--- config.mk ---
export PLATFORM = sky130hd
export DESIGN_NAME = uart_byte_rx
export DESIGN_NICKNAME = d
export VERILOG_FILES = /design/src/rtl/uart_byte_rx.sv
export SDC_FILE = /design/constraint.sdc
export NUM_CORES = 1
export LEC_CHECK = 0
export ABC_AREA = 1
export BUFFER_PORTS_ARGS = -buffer_cell sky130_fd_sc_hd__buf_2
export CAP_MARGIN = 10
export CORE_UTILIZATION = 60
export CTS_CLUSTER_DIAMETER = 60
export DETAILED_ROUTE_END_ITERATION = 8
export PLACE_DENSITY = 0.8
export RECOVER_POWER = 50
export SYNTH_ARGS = -nofsm -noshare
export SYNTH_HDL_FRONTEND = slang
export SYNTH_SLANG_ARGS = --single-unit
--- constraint.sdc ---
create_clock -name clk -period 2.9 [get_ports clk]
set_input_delay 0 -clock clk [delete_from_list [all_inputs] [get_ports clk]]
set_output_delay 0 -clock clk [all_outputs]
set_load 0.05 [all_outputs]
--- src/rtl/uart_byte_rx.sv ---
// uart_byte_rx: 8N1 UART receiver, 16x oversampling,
// 3-sample majority vote, glitch-start reject, stop check.
`timescale 1ns/1ps
module uart_byte_rx #(
  parameter int CLK_FREQ = 50_000_000
) (
  input  logic       clk,
  input  logic       rst_n,
  input  logic [2:0] set_baud,
  input  logic       rx,
  output logic [7:0] data_byte,
  output logic       rx_done,
  output logic       uart_state,
  output logic       frame_err
);

  localparam logic [1:0] IDLE  = 2'd0;
  localparam logic [1:0] START = 2'd1;
  localparam logic [1:0] DATA  = 2'd2;
  localparam logic [1:0] STOP  = 2'd3;

  localparam logic [15:0] DIV0 =
    16'(CLK_FREQ / (9600 * 16));
  localparam logic [15:0] DIV1 =
    16'(CLK_FREQ / (19200 * 16));
  localparam logic [15:0] DIV2 =
    16'(CLK_FREQ / (38400 * 16));
  localparam logic [15:0] DIV3 =
    16'(CLK_FREQ / (57600 * 16));
  localparam logic [15:0] DIV4 =
    16'(CLK_FREQ / (115200 * 16));

  logic        rx_s1, rx_s2, rx_s3;
  logic        start_edge;
  logic [15:0] div_sel;
  logic [15:0] div_q;
  logic [15:0] div_cnt;
  logic        tick;
  logic [7:0]  tick_cnt;
  logic        samp_en;
  logic        decide;
  logic [2:0]  samp;
  logic        maj;
  logic [7:0]  shreg;
  logic [1:0]  state;

  // two-flop synchroniser plus edge-detect flop
  always_ff @(posedge clk or negedge rst_n) begin
    if (!rst_n) begin
      rx_s1 <= 1'b1;
      rx_s2 <= 1'b1;
      rx_s3 <= 1'b1;
    end else begin
      rx_s1 <= rx;
      rx_s2 <= rx_s1;
      rx_s3 <= rx_s2;
    end
  end

  assign start_edge = rx_s3 & ~rx_s2;

  // baud select to divider; unlisted codes fall back to 9600
  always_comb begin
    div_sel = DIV0;
    unique case (1'b1)
      set_baud == 3'd1: div_sel = DIV1;
      set_baud == 3'd2: div_sel = DIV2;
      set_baud == 3'd3: div_sel = DIV3;
      set_baud == 3'd4: div_sel = DIV4;
      default:          div_sel = DIV0;
    endcase
  end

  assign tick = uart_state &&
                (div_cnt == div_q - 16'd1);

  // oversampling divider, held at zero while idle
  always_ff @(posedge clk or negedge rst_n) begin
    if (!rst_n)
      div_cnt <= '0;
    else if (!uart_state || tick)
      div_cnt <= '0;
    else
      div_cnt <= div_cnt + 16'd1;
  end

  // 1/16-bit position within the frame
  always_ff @(posedge clk or negedge rst_n) begin
    if (!rst_n)
      tick_cnt <= '0;
    else if (!uart_state)
      tick_cnt <= '0;
    else if (tick)
      tick_cnt <= tick_cnt + 8'd1;
  end

  assign samp_en = tick &&
                   (tick_cnt[3:0] >= 4'd7) &&
                   (tick_cnt[3:0] <= 4'd9);
  assign decide  = tick &&
                   (tick_cnt[3:0] == 4'd10);
  assign maj = (samp[0] & samp[1]) |
               (samp[0] & samp[2]) |
               (samp[1] & samp[2]);

  // three mid-bit samples feeding the majority vote
  always_ff @(posedge clk or negedge rst_n) begin
    if (!rst_n)
      samp <= 3'b111;
    else if (samp_en)
      samp <= {samp[1:0], rx_s2};
  end

  // frame FSM: start check, LSB-first shift, stop check
  always_ff @(posedge clk or negedge rst_n) begin
    if (!rst_n) begin
      state      <= IDLE;
      div_q      <= DIV0;
      shreg      <= '0;
      data_byte  <= '0;
      rx_done    <= 1'b0;
      uart_state <= 1'b0;
      frame_err  <= 1'b0;
    end else begin
      rx_done <= 1'b0;
      unique case (state)
        IDLE: begin
          if (start_edge) begin
            state      <= START;
            uart_state <= 1'b1;
            div_q      <= div_sel;
          end
        end
        START: begin
          if (decide) begin
            if (maj) begin
              state      <= IDLE;
              uart_state <= 1'b0;
            end else begin
              state <= DATA;
            end
          end
        end
        DATA: begin
          if (decide) begin
            shreg <= {maj, shreg[7:1]};
            if (tick_cnt == 8'd138)
              state <= STOP;
          end
        end
        STOP: begin
          if (decide) begin
            data_byte  <= shreg;
            frame_err  <= ~maj;
            rx_done    <= 1'b1;
            uart_state <= 1'b0;
            state      <= IDLE;
          end
        end
        default: state <= IDLE;
      endcase
    end
  end

endmodule

==> flow_metrics.env, run 1 <==
export IMPL_syn_to_final_growth_pct=12.0
export IMPL_cp_arrival_ps=2660
export IMPL_violations="max-capacitance violations, max-slew violations"
export IMPL_ir_worst_vdd_v=0.000412
export IMPL_clock_latency_ps=340
export IMPL_grt_overflow=0
export IMPL_netSwitchingFraction_pct=37.6
export IMPL_die_h_um=75.7
export IMPL_rsz0062_at_grt="no"
export IMPL_vias=2724
export IMPL_h_tree_depth=3
export IMPL_drt_pass1_iter_count=4
export IMPL_tns_ps=0
export IMPL_final_util_pct=70.7
export IMPL_power_frac_comb_pct=26.1
export IMPL_die_w_um=75.7
export IMPL_worstPathRequired_ps=3160
export IMPL_grt_pass1_wl_um=10400
export IMPL_layout_common_cells="nand2_1 (116), inv_1 (52), dfrtp_1 (50)"
export IMPL_grt_antenna_before_repair=0
export IMPL_p_clk_share_pct=30.4
export IMPL_grt_util_met2_pct=37.8
export IMPL_io_buffers=16
export IMPL_synth_area_leaders="dfrtp_1 (38%), nand2_1 (13%), dfstp_2 (8.1%), inv_1 (6.0%), nand3_1 (5.7%)"
export IMPL_worstPathCellList="inv_1 > ha_1 > nand2_2 > nand2_1 > a21oi_1 > nor2_1 > nand3_2 > nor2_4 > nand2_1 > nand2_2 > inv_1 > o21ai_0 > a21oi_1"
export IMPL_cts_buffers_inserted=9
export IMPL_cp_max_fo=7
export IMPL_place_congestion=0.898
export IMPL_status="complete, but fails checks"
export IMPL_grt_busiest_layer="met2"
export IMPL_via_per_inst=5.20
export IMPL_grt_max_degree=32
export IMPL_dp_hpwl_um=4820
export IMPL_netSwitchingPower_uw=938
export IMPL_start_kind="flip-flop"
export IMPL_met3_usage_pct=5.16
export IMPL_p_int_uw=1560
export IMPL_clock_skew_ps=12.1
export IMPL_drc=0
export IMPL_clock_path_buffers=2
export IMPL_power_density_nw_per_um2=682
export IMPL_final_min_clock_period_ps=2400
export IMPL_fillers=414
export IMPL_fin_nets=461
export IMPL_start_util_pct=63.1
export IMPL_final_period_utilization_pct=82.8
export IMPL_leakage_uw=0.00175
export IMPL_synth_edf_count=0
export IMPL_slew_headroom_pct=-10.5
export IMPL_drtIter0Drc=155
export IMPL_min_path_type="input pin to flip-flop"
export IMPL_setup_viol=0
export IMPL_ios=17
export IMPL_layout_commonest_cell="nand2_1"
export IMPL_ys_types=35
export IMPL_drv_slew=31
export IMPL_synthCells=419
export IMPL_seqPwrFrac_pct=43.4
export IMPL_grt_pass1_vias=2363
export IMPL_ys_seq_area_share_pct=46.4
export IMPL_synth_warnings=0
export IMPL_diodes=0
export IMPL_async_flop_share_pct=100
export IMPL_post_cts_buffers=0
export IMPL_synth_top_area_share_pct=38.3
export IMPL_path_clk_slew_ps=70
export IMPL_post_drt_wl_per_cell_um=12.5
export IMPL_crit_type="flip-flop to flip-flop"
export IMPL_grt_usage_pct=24.9
export IMPL_ys_flop_type="dfrtp_1"
export IMPL_synth_seq_cells=60
export IMPL_grt_use_met1_pct=33.8
export IMPL_dieArea_um2=5740
export IMPL_clockRootBuffer="clkbuf_8"
export IMPL_endpoint_kind="flip-flop"
export IMPL_hold_violations=0
export IMPL_cts_tree="built"
export IMPL_slowest_delay_ps=550
export IMPL_fmax_ghz=0.417
export IMPL_syn_area_per_cell_um2=7.79
export IMPL_rows=26
export IMPL_route_final_wire_length_um=6540
export IMPL_synth_nets=431
export IMPL_worst_pin_slew_ps=1660
export IMPL_yosys_area_top_type="dfrtp_1"
export IMPL_syn_cell_area_um2=3260
export IMPL_slowest_stage="dfstp_2"
export IMPL_clock_sinks=60
export IMPL_core_area_um2=5170
export IMPL_drv_cap=1
export IMPL_drtAntennaViolNets=0
export IMPL_drive_above_1_share_pct=12.6
-- synth_stat cells, types with 2 or more instances --
master / count
nor3b_1: 2
xor2_1: 8
o22ai_1: 3
nand2_1: 116
dfrtp_1: 50
nand3b_1: 2
o21ai_0: 17
nor2_4: 3
nor2_1: 41
nand3_2: 3
ha_1: 6
nor2_2: 6
dfstp_2: 10
nand2_2: 5
buf_2: 2
inv_1: 52
nor4_1: 2
or2_2: 2
a22oi_1: 2
o21ai_1: 5
a21oi_1: 17
o21a_1: 2
nor3_1: 14
nand3_1: 37
xnor2_1: 2
-- layout make-up --
type	count	area (um^2)	area share [%]
clock buffers	9	124	3.39
flip-flops and latches	60	1510	41.4
repair buffers	22	119	3.25
multi-input cells	303	1540	42.0
inverters	53	200	5.48
clock inverters	7	76.3	2.09
well taps	70	87.6	2.40
-- flip-flops by register name, summed over array words and instances, names as in the netlist, named ones only --
signal / flops
div_cnt: 16
div_q: 9
data_byte: 8
shreg: 8
tick_cnt: 8
samp: 3
frame_err: 1
rx_done: 1
rx_s1: 1
rx_s2: 1
rx_s3: 1
state: 1
uart_state: 1
-- logic make-up after synthesis --
logic type / share of synthesized area [%]
simple gates: 34.1
flops: 46.4
buf+inv: 6.56
compound gates: 7.98
xor+xnor: 2.68
fa+ha+maj: 2.30
-- stage by stage --
| step | instances | power (uW) | instance area, um^2 | hold WS, ps | setup slack, ps |
|---|---|---|---|---|---|
| after detailed placement | 504 | 1740 | 3430 | 76.7 | 519 |
| after floorplan | 419 | 1580 | 3260 | -296 | 739 |
| after global placement | 504 | 1720 | 3430 | 72.7 | 568 |
| after global routing | 524 | 2650 | 3660 | 45.0 | 262 |
| after CTS | 524 | 2500 | 3670 | 0.681 | 497 |
| final | 524 | 2490 | 3660 | 10.5 | 500 |
-- repair_timing --
item                      4_1_cts  5_1_grt
gates resized for setup         0        0
hold endpoints to repair       27        0
hold buffers                    4        0
-- metal layers --
| metal | wire length [um] | up-vias | part of all wire (%) |
|---|---|---|---|
| li1 | - | 1403 | - |
| met1 | 3220 | 1256 | 49 |
| met2 | 2940 | 59 | 45 |
| met3 | 275 | 6 | 4.2 |
| met4 | 97 | 0 | 1.5 |
| met5 | 0 | - | 0 |
-- worst max-delay path, delay by kind of cell (launching register included) --
| family | cells | cell delay [ps] |
|---|---|---|
| flops | 1 | 550 |
| simple gates | 7 | 750 |
| buf+inv | 2 | 300 |
| compound gates | 3 | 440 |
| fa+ha+maj | 1 | 270 |
-- power by group through the flow --
stage                     clock [uW]  combinational (uW)  sequential [uW]
after global routing             804                 741             1100
after floorplan                    0                 519             1060
after global placement             0                 630             1090
after CTS                        772                 650             1080
after detailed placement           0                 643             1100
final                            759                 652             1080
-- path summary, 6_finish.rpt --
check	start	cells after the start	endpoint	slack [ps]
hold / removal	set_baud[2]	4	div_q[1]$_DFFE_PN0P_	10
min in group asynchronous	rst_n	2	div_q[4]$_DFFE_PN0P_	620
setup / recovery	div_q[0]$_DFFE_PN1P_	13	div_cnt[2]$_DFF_PN0_	500
max in group asynchronous	rst_n	3	tick_cnt[7]$_DFFE_PN0N_	780
setup reg to reg	div_q[0]$_DFFE_PN1P_	13	div_cnt[2]$_DFF_PN0_	500
hold reg to reg	rx_s1$_DFF_PN1_	0	rx_s2$_DFF_PN1_	360
No activity file was read; power rests on OpenSTA's default activity.
==> inputs of run 2 (changes only) <==
--- a/config.mk
+++ b/config.mk
@@ -8,10 +8,10 @@
 export ABC_AREA = 1
 export BUFFER_PORTS_ARGS = -buffer_cell sky130_fd_sc_hd__buf_2
 export CAP_MARGIN = 10
-export CORE_UTILIZATION = 60
+export CORE_UTILIZATION = 55
 export CTS_CLUSTER_DIAMETER = 60
 export DETAILED_ROUTE_END_ITERATION = 8
-export PLACE_DENSITY = 0.8
+export PLACE_DENSITY = 0.78
 export RECOVER_POWER = 50
 export SYNTH_ARGS = -nofsm -noshare
 export SYNTH_HDL_FRONTEND = slang
==> constraint.sdc (replaced) <==
create_clock -name clk -period 2 [get_ports clk]
set_input_delay 0 -clock clk [delete_from_list [all_inputs] [get_ports clk]]
set_output_delay 0 -clock clk [all_outputs]
set_load 0.05 [all_outputs]
==> flow_metrics.env, run 2 (synthesized netlist as in run 1, its figures left out) <==
export IMPL_hold_violations=0
export IMPL_worst_pin_slew_ps=1480
export IMPL_rr_endpoint="shreg[1]$_DFFE_PN0P_"
export IMPL_final_util_pct=73.1
export IMPL_cp_arrival_ps=2500
export IMPL_setup_ws_ps=-210
export IMPL_via_per_inst=5.34
export IMPL_drv_slew=0
export IMPL_fmax_ghz=0.452
export IMPL_drv_cap=0
export IMPL_clockRootBuffer="clkbuf_8"
export IMPL_start_kind="flip-flop"
export IMPL_start_util_pct=58.2
export IMPL_r2r_start="div_q[0]$_DFFE_PN1P_"
export IMPL_io_buffers=16
export IMPL_place_congestion=0.877
export IMPL_cts_buffers_inserted=9
export IMPL_drc=0
export IMPL_multiInputGateArea_um2=1700
export IMPL_cts_tree="built"
export IMPL_setup_viol=48
export IMPL_vias=2991
export IMPL_diodes=0
export IMPL_hold_start="set_baud[2]"
export IMPL_tns_ps=-7000
export IMPL_largest_register_ff_count=16
export IMPL_layout_common_cells="nand2_1 (106), inv_1 (50), dfrtp_1 (50)"
export IMPL_place_area_um2=3650
export IMPL_reg_top3="div_cnt x16, div_q x9"
export IMPL_ir_worst_vdd_v=0.000613
export IMPL_rows=27
export IMPL_post_drt_wl_per_cell_um=13.8
export IMPL_crit_type="flip-flop to flip-flop"
export IMPL_final_cells=560
export IMPL_rsz0062_at_grt="yes"
export IMPL_final_min_clock_period_ps=2210
export IMPL_holdPathEnd="div_q[1]$_DFFE_PN0P_"
export IMPL_drt_pass1_iter_count=7
export IMPL_cp_max_fo=7
export IMPL_core_area_um2=5610
export IMPL_regArea_um2=1510
export IMPL_fillers=386
export IMPL_fin_nets=495
export IMPL_power_density_nw_per_um2=965
export IMPL_layout_commonest_cell="nand2_1"
export IMPL_finalInstanceArea_um2=4100
export IMPL_syn_to_final_growth_pct=25.6
export IMPL_whs_path_depth=4
export IMPL_grt_util_met2_pct=39.3
export IMPL_grt_overflow=0
export IMPL_r2r_cells=15
export IMPL_worstPathRequired_ps=2290
export IMPL_clock_path_buffers=2
export IMPL_die_w_um=79.0
export IMPL_grt_pass1_vias=2704
export IMPL_grt_antenna_before_repair=0
export IMPL_endpoint_kind="flip-flop"
export IMPL_route_final_wire_length_um=7760
export IMPL_met3_usage_pct=5.29
export IMPL_min_path_type="input pin to flip-flop"
export IMPL_regMostFlops="div_cnt"
export IMPL_grt_max_degree=61
export IMPL_grt_use_met1_pct=34.0
export IMPL_path_clk_slew_ps=70
export IMPL_leakage_uw=0.00198
export IMPL_drtAntennaViolNets=0
export IMPL_drtIter0Drc=267
export IMPL_clock_latency_ps=350
export IMPL_clock_skew_ps=9.07
export IMPL_grt_pass1_wl_um=12200
export IMPL_slew_headroom_pct=1.65
export IMPL_final_period_utilization_pct=111
export IMPL_dp_hpwl_um=4900
export IMPL_h_tree_depth=3
export IMPL_violations="negative setup slack"
export IMPL_grt_busiest_layer="met2"
export IMPL_clock_sinks=60
export IMPL_grt_usage_pct=25.4
export IMPL_r2r_slack_ps=-210
export IMPL_status="complete, but fails checks"
export IMPL_die_h_um=79.0
export IMPL_dp_cells=533
export IMPL_dieArea_um2=6240
export IMPL_ios=17
export IMPL_drive_above_1_share_pct=25.6
==> run 2: cell types whose count changed in the layout (fill, tap and decap cells not counted), moves of 7 or more <==
cell      change
buf_4        +26
nand2_1      -10
buf_2         +9
clkbuf_1      -9
nand3_1       -8
nand3_2       +7
==> run 2: how the worst max path moves through the flow <==
| stage | depth (start not counted) | endpoint | slack, ps | start |
|---|---|---|---|---|
| finish | 15 | shreg[1]$_DFFE_PN0P_ | -210 | div_q[0]$_DFFE_PN1P_ |
| global route | 15 | shreg[1]$_DFFE_PN0P_ | -380 | div_q[0]$_DFFE_PN1P_ |
| CTS | 15 | data_byte[0]$_DFFE_PN0P_ | -240 | div_q[0]$_DFFE_PN1P_ |
| detailed placement | 14 | data_byte[0]$_DFFE_PN0P_ | -280 | div_q[0]$_DFFE_PN1P_ |
| global placement | 14 | data_byte[5]$_DFFE_PN0P_ | -190 | div_q[0]$_DFFE_PN1P_ |
| floorplan | 15 | frame_err$_DFFE_PN0P_ | -60 | div_q[0]$_DFFE_PN1P_ |
==> run 2: final cells by class <==
class	count	share of cell area (%)
Sequential cell	60	36.9
Clock inverter	7	1.25
Inverter	53	5.04
Multi-Input combinational cell	304	41.4
Clock buffer	9	3.02
Tap cell	72	2.20
Timing Repair Buffer	55	10.1
==> run 2: through the flow <==
stage          worst slack, ps  hold slack, ps  power (uW)
2_1_floorplan            -56.1            -296        2330
5_1_grt                   -381            27.4        4170
3_3_place_gp              -192             106        2750
3_5_place_dp              -285             106        2770
4_1_cts                   -236            6.72        3810
6_report                  -210            5.86        3960
==> run 2: metal layers <==
metal	vias to the layer above	share of wire, %
li1	1479	-
met1	1403	46
met4	0	2.4
met2	87	48
met5	-	0
met3	22	4.3
==> run 2: power by group <==
group / switching, uW / internal [uW] / total [uW]
clock network: 534 / 452 / 986
logic: 818 / 563 / 1380
registers: 217 / 1370 / 1590
==> run 2: repair_timing <==
item	CTS	global route
setup endpoints to repair	48	48
pin swaps	11	8
hold buffers	5	0
setup buffers	4	1
gates resized for setup	19	22
cloned	0	1
hold endpoints to repair	53	0
==> run 2: critical path: stages (launching register included) <==
cell and delay [ps]:
dfstp_2 540, inv_2 50, ha_4 260, nor2_2 40, nor2_1 90, nand2_1 70
nor2_1 110, nand2_1 70, nor2_2 90, nand3_2 90, nor2_4 130, nand4_4 150
clkinv_4 160, buf_8 150, nand3_4 80, nand2_2 90
==> inputs of run 3 (changes only) <==
==> constraint.sdc (replaced) <==
create_clock -name clk -period 2 [get_ports clk]
set_input_delay 0.3 -clock clk [delete_from_list [all_inputs] [get_ports clk]]
set_output_delay 0.3 -clock clk [all_outputs]
set_load 0.05 [all_outputs]
==> flow_metrics.env, run 3 (synthesized netlist as in run 1, its figures left out) <==
export IMPL_worstPathCellList="inv_2 > ha_4 > nor2_2 > nor2_1 > nand2_1 > nor2_2 > nand2_1 > nor2_2 > nand3_2 > nor2_4 > nand4_4 > buf_4 > a21oi_2 > nand3_1 > nand2_2"
export IMPL_slowest_stage="dfstp_2"
export IMPL_drive_above_1_share_pct=28.5
export IMPL_io_buffers=16
export IMPL_setup_viol=48
export IMPL_min_path_type="input pin to flip-flop"
export IMPL_layout_common_cells="nand2_1 (100), dfrtp_1 (50), inv_1 (49)"
export IMPL_grt_usage_pct=26.2
export IMPL_violations="negative setup slack"
export IMPL_place_congestion=0.905
export IMPL_cts_buffers_inserted=9
export IMPL_final_period_utilization_pct=114
export IMPL_cts_tree="built"
export IMPL_dp_hpwl_um=5070
export IMPL_slowest_delay_ps=540
export IMPL_grt_antenna_before_repair=0
export IMPL_status="complete, but fails checks"
export IMPL_crit_type="flip-flop to flip-flop"
export IMPL_endpoint_kind="flip-flop"
export IMPL_final_min_clock_period_ps=2290
export IMPL_vias=3025
export IMPL_largest_register_ff_count=16
export IMPL_clock_skew_ps=14.1
export IMPL_clock_sinks=60
export IMPL_grt_pass1_vias=2778
export IMPL_clock_latency_ps=350
export IMPL_tns_ps=-7590
export IMPL_dieArea_um2=6240
export IMPL_total_power_uw=4410
export IMPL_drc=0
export IMPL_ir_worst_vdd_v=0.00102
export IMPL_path_clk_slew_ps=80
export IMPL_reg_top3="div_cnt x16, div_q x9"
export IMPL_rsz0062_at_grt="yes"
export IMPL_die_h_um=79.0
export IMPL_grt_overflow=0
export IMPL_netSwitchingPower_uw=1560
export IMPL_drtIter0Drc=230
export IMPL_drtAntennaViolNets=0
export IMPL_h_tree_depth=3
export IMPL_layout_commonest_cell="nand2_1"
export IMPL_cp_arrival_ps=2570
export IMPL_regArea_um2=1510
export IMPL_fmax_ghz=0.438
export IMPL_cp_max_fo=5
export IMPL_post_drt_wl_per_cell_um=14.2
export IMPL_place_area_um2=3660
export IMPL_worstSetupStartpoint="div_q[0]$_DFFE_PN1P_"
export IMPL_power_density_nw_per_um2=1060
export IMPL_finalInstanceArea_um2=4170
export IMPL_p_int_uw=2850
export IMPL_rr_endpoint="state[0]$_DFFE_PN0P_"
export IMPL_cp_endpoint="state[0]$_DFFE_PN0P_"
export IMPL_drt_pass1_iter_count=4
export IMPL_ios=17
export IMPL_r2r_cells=15
export IMPL_regMostFlops="div_cnt"
export IMPL_r2r_start="div_q[0]$_DFFE_PN1P_"
export IMPL_netSwitchingFraction_pct=35.5
export IMPL_fillers=384
export IMPL_syn_to_final_growth_pct=27.6
export IMPL_r2r_slack_ps=-290
export IMPL_worstPathRequired_ps=2280
export IMPL_seqPwrFrac_pct=36.1
export IMPL_p_clk_share_pct=31.3
export IMPL_core_area_um2=5610
export IMPL_fin_hold_ws_ps=61.9
export IMPL_route_final_wire_length_um=7890
export IMPL_grt_pass1_wl_um=12500
export IMPL_via_per_inst=5.43
export IMPL_clockRootBuffer="clkbuf_8"
export IMPL_slew_headroom_pct=21.9
export IMPL_die_w_um=79.0
export IMPL_drv_cap=0
export IMPL_setup_ws_ps=-285
export IMPL_start_kind="flip-flop"
export IMPL_hold_violations=0
export IMPL_worst_pin_slew_ps=1170
export IMPL_fin_nets=492
export IMPL_power_frac_comb_pct=32.6
export IMPL_crit_top_cell="nor2_2"
export IMPL_diodes=0
export IMPL_leakage_uw=0.00201
export IMPL_drv_slew=0
export IMPL_grt_max_degree=41
export IMPL_clock_path_buffers=2
export IMPL_final_util_pct=74.3
export IMPL_rows=27
export IMPL_multiInputGateArea_um2=1730
export IMPL_start_util_pct=58.2
## run 3: area by class of cell
class,count,share of cell area [%]
multi-input cells,304,41.6
flip-flops and latches,60,36.3
repair buffers,52,8.98
inverters,53,4.90
clock buffers,12,3.72
clock inverters,4,2.28
well taps,72,2.16
## run 3: power by group through the flow
stage,clock [uW],combinational (uW),sequential (uW)
final,1380,1440,1590
after global routing,1440,1570,1610
after CTS,1390,1260,1560
after detailed placement,0,1210,1560
after global placement,0,1180,1560
after floorplan,0,791,1540
## run 3: critical path, delay by kind of cell (launching register included)
kind / cells / cell delay [ps]
AND/OR/NAND/NOR: 11 / 1020
flip-flops: 1 / 540
adder cells (fa/ha/maj): 1 / 260
buffers and inverters: 2 / 250
AO/OA/AOI/OAI: 1 / 150
## run 3: timing repair
| action | CTS | global route |
|---|---|---|
| setup buffers | 3 | 3 |
| pin swaps | 8 | 6 |
| cloned | 1 | 1 |
| resized for setup | 15 | 35 |
| hold buffers | 1 | 0 |
| hold endpoints to repair | 19 | 0 |
| setup endpoints to repair | 48 | 48 |
## run 3: metal layers
layer | vias up | track usage [%] | wire length, um
met5 | - | 0 | 0
met4 | 0 | 8.18 | 146
met3 | 18 | 8.05 | 370
met2 | 83 | 41.4 | 3810
met1 | 1452 | 34.4 | 3560
li1 | 1472 | - | -
## run 3: how the worst min path moves through the flow
| stage | from | end | depth (start not counted) | slack [ps] |
|---|---|---|---|---|
| 6_report | rx | rx_s1$_DFF_PN1_ | 1 | 60 |
| 5_1_grt | rx | rx_s1$_DFF_PN1_ | 1 | 40 |
| 4_1_cts | rx | rx_s1$_DFF_PN1_ | 1 | 50 |
| 3_5_place_dp | rst_n | div_q[1]$_DFFE_PN0P_ | 1 | 300 |
| 3_3_place_gp | rst_n | div_q[1]$_DFFE_PN0P_ | 1 | 290 |
| 2_1_floorplan | rst_n | asynchronous set/reset pin | 0 | 4 |
## run 3: stage by stage
| stage | worst slack, ps | instances |
|---|---|---|
| final | -285 | 557 |
| after global routing | -435 | 557 |
| after CTS | -243 | 553 |
| after detailed placement | -243 | 532 |
| after global placement | -191 | 532 |
| after floorplan | -56.1 | 419 |
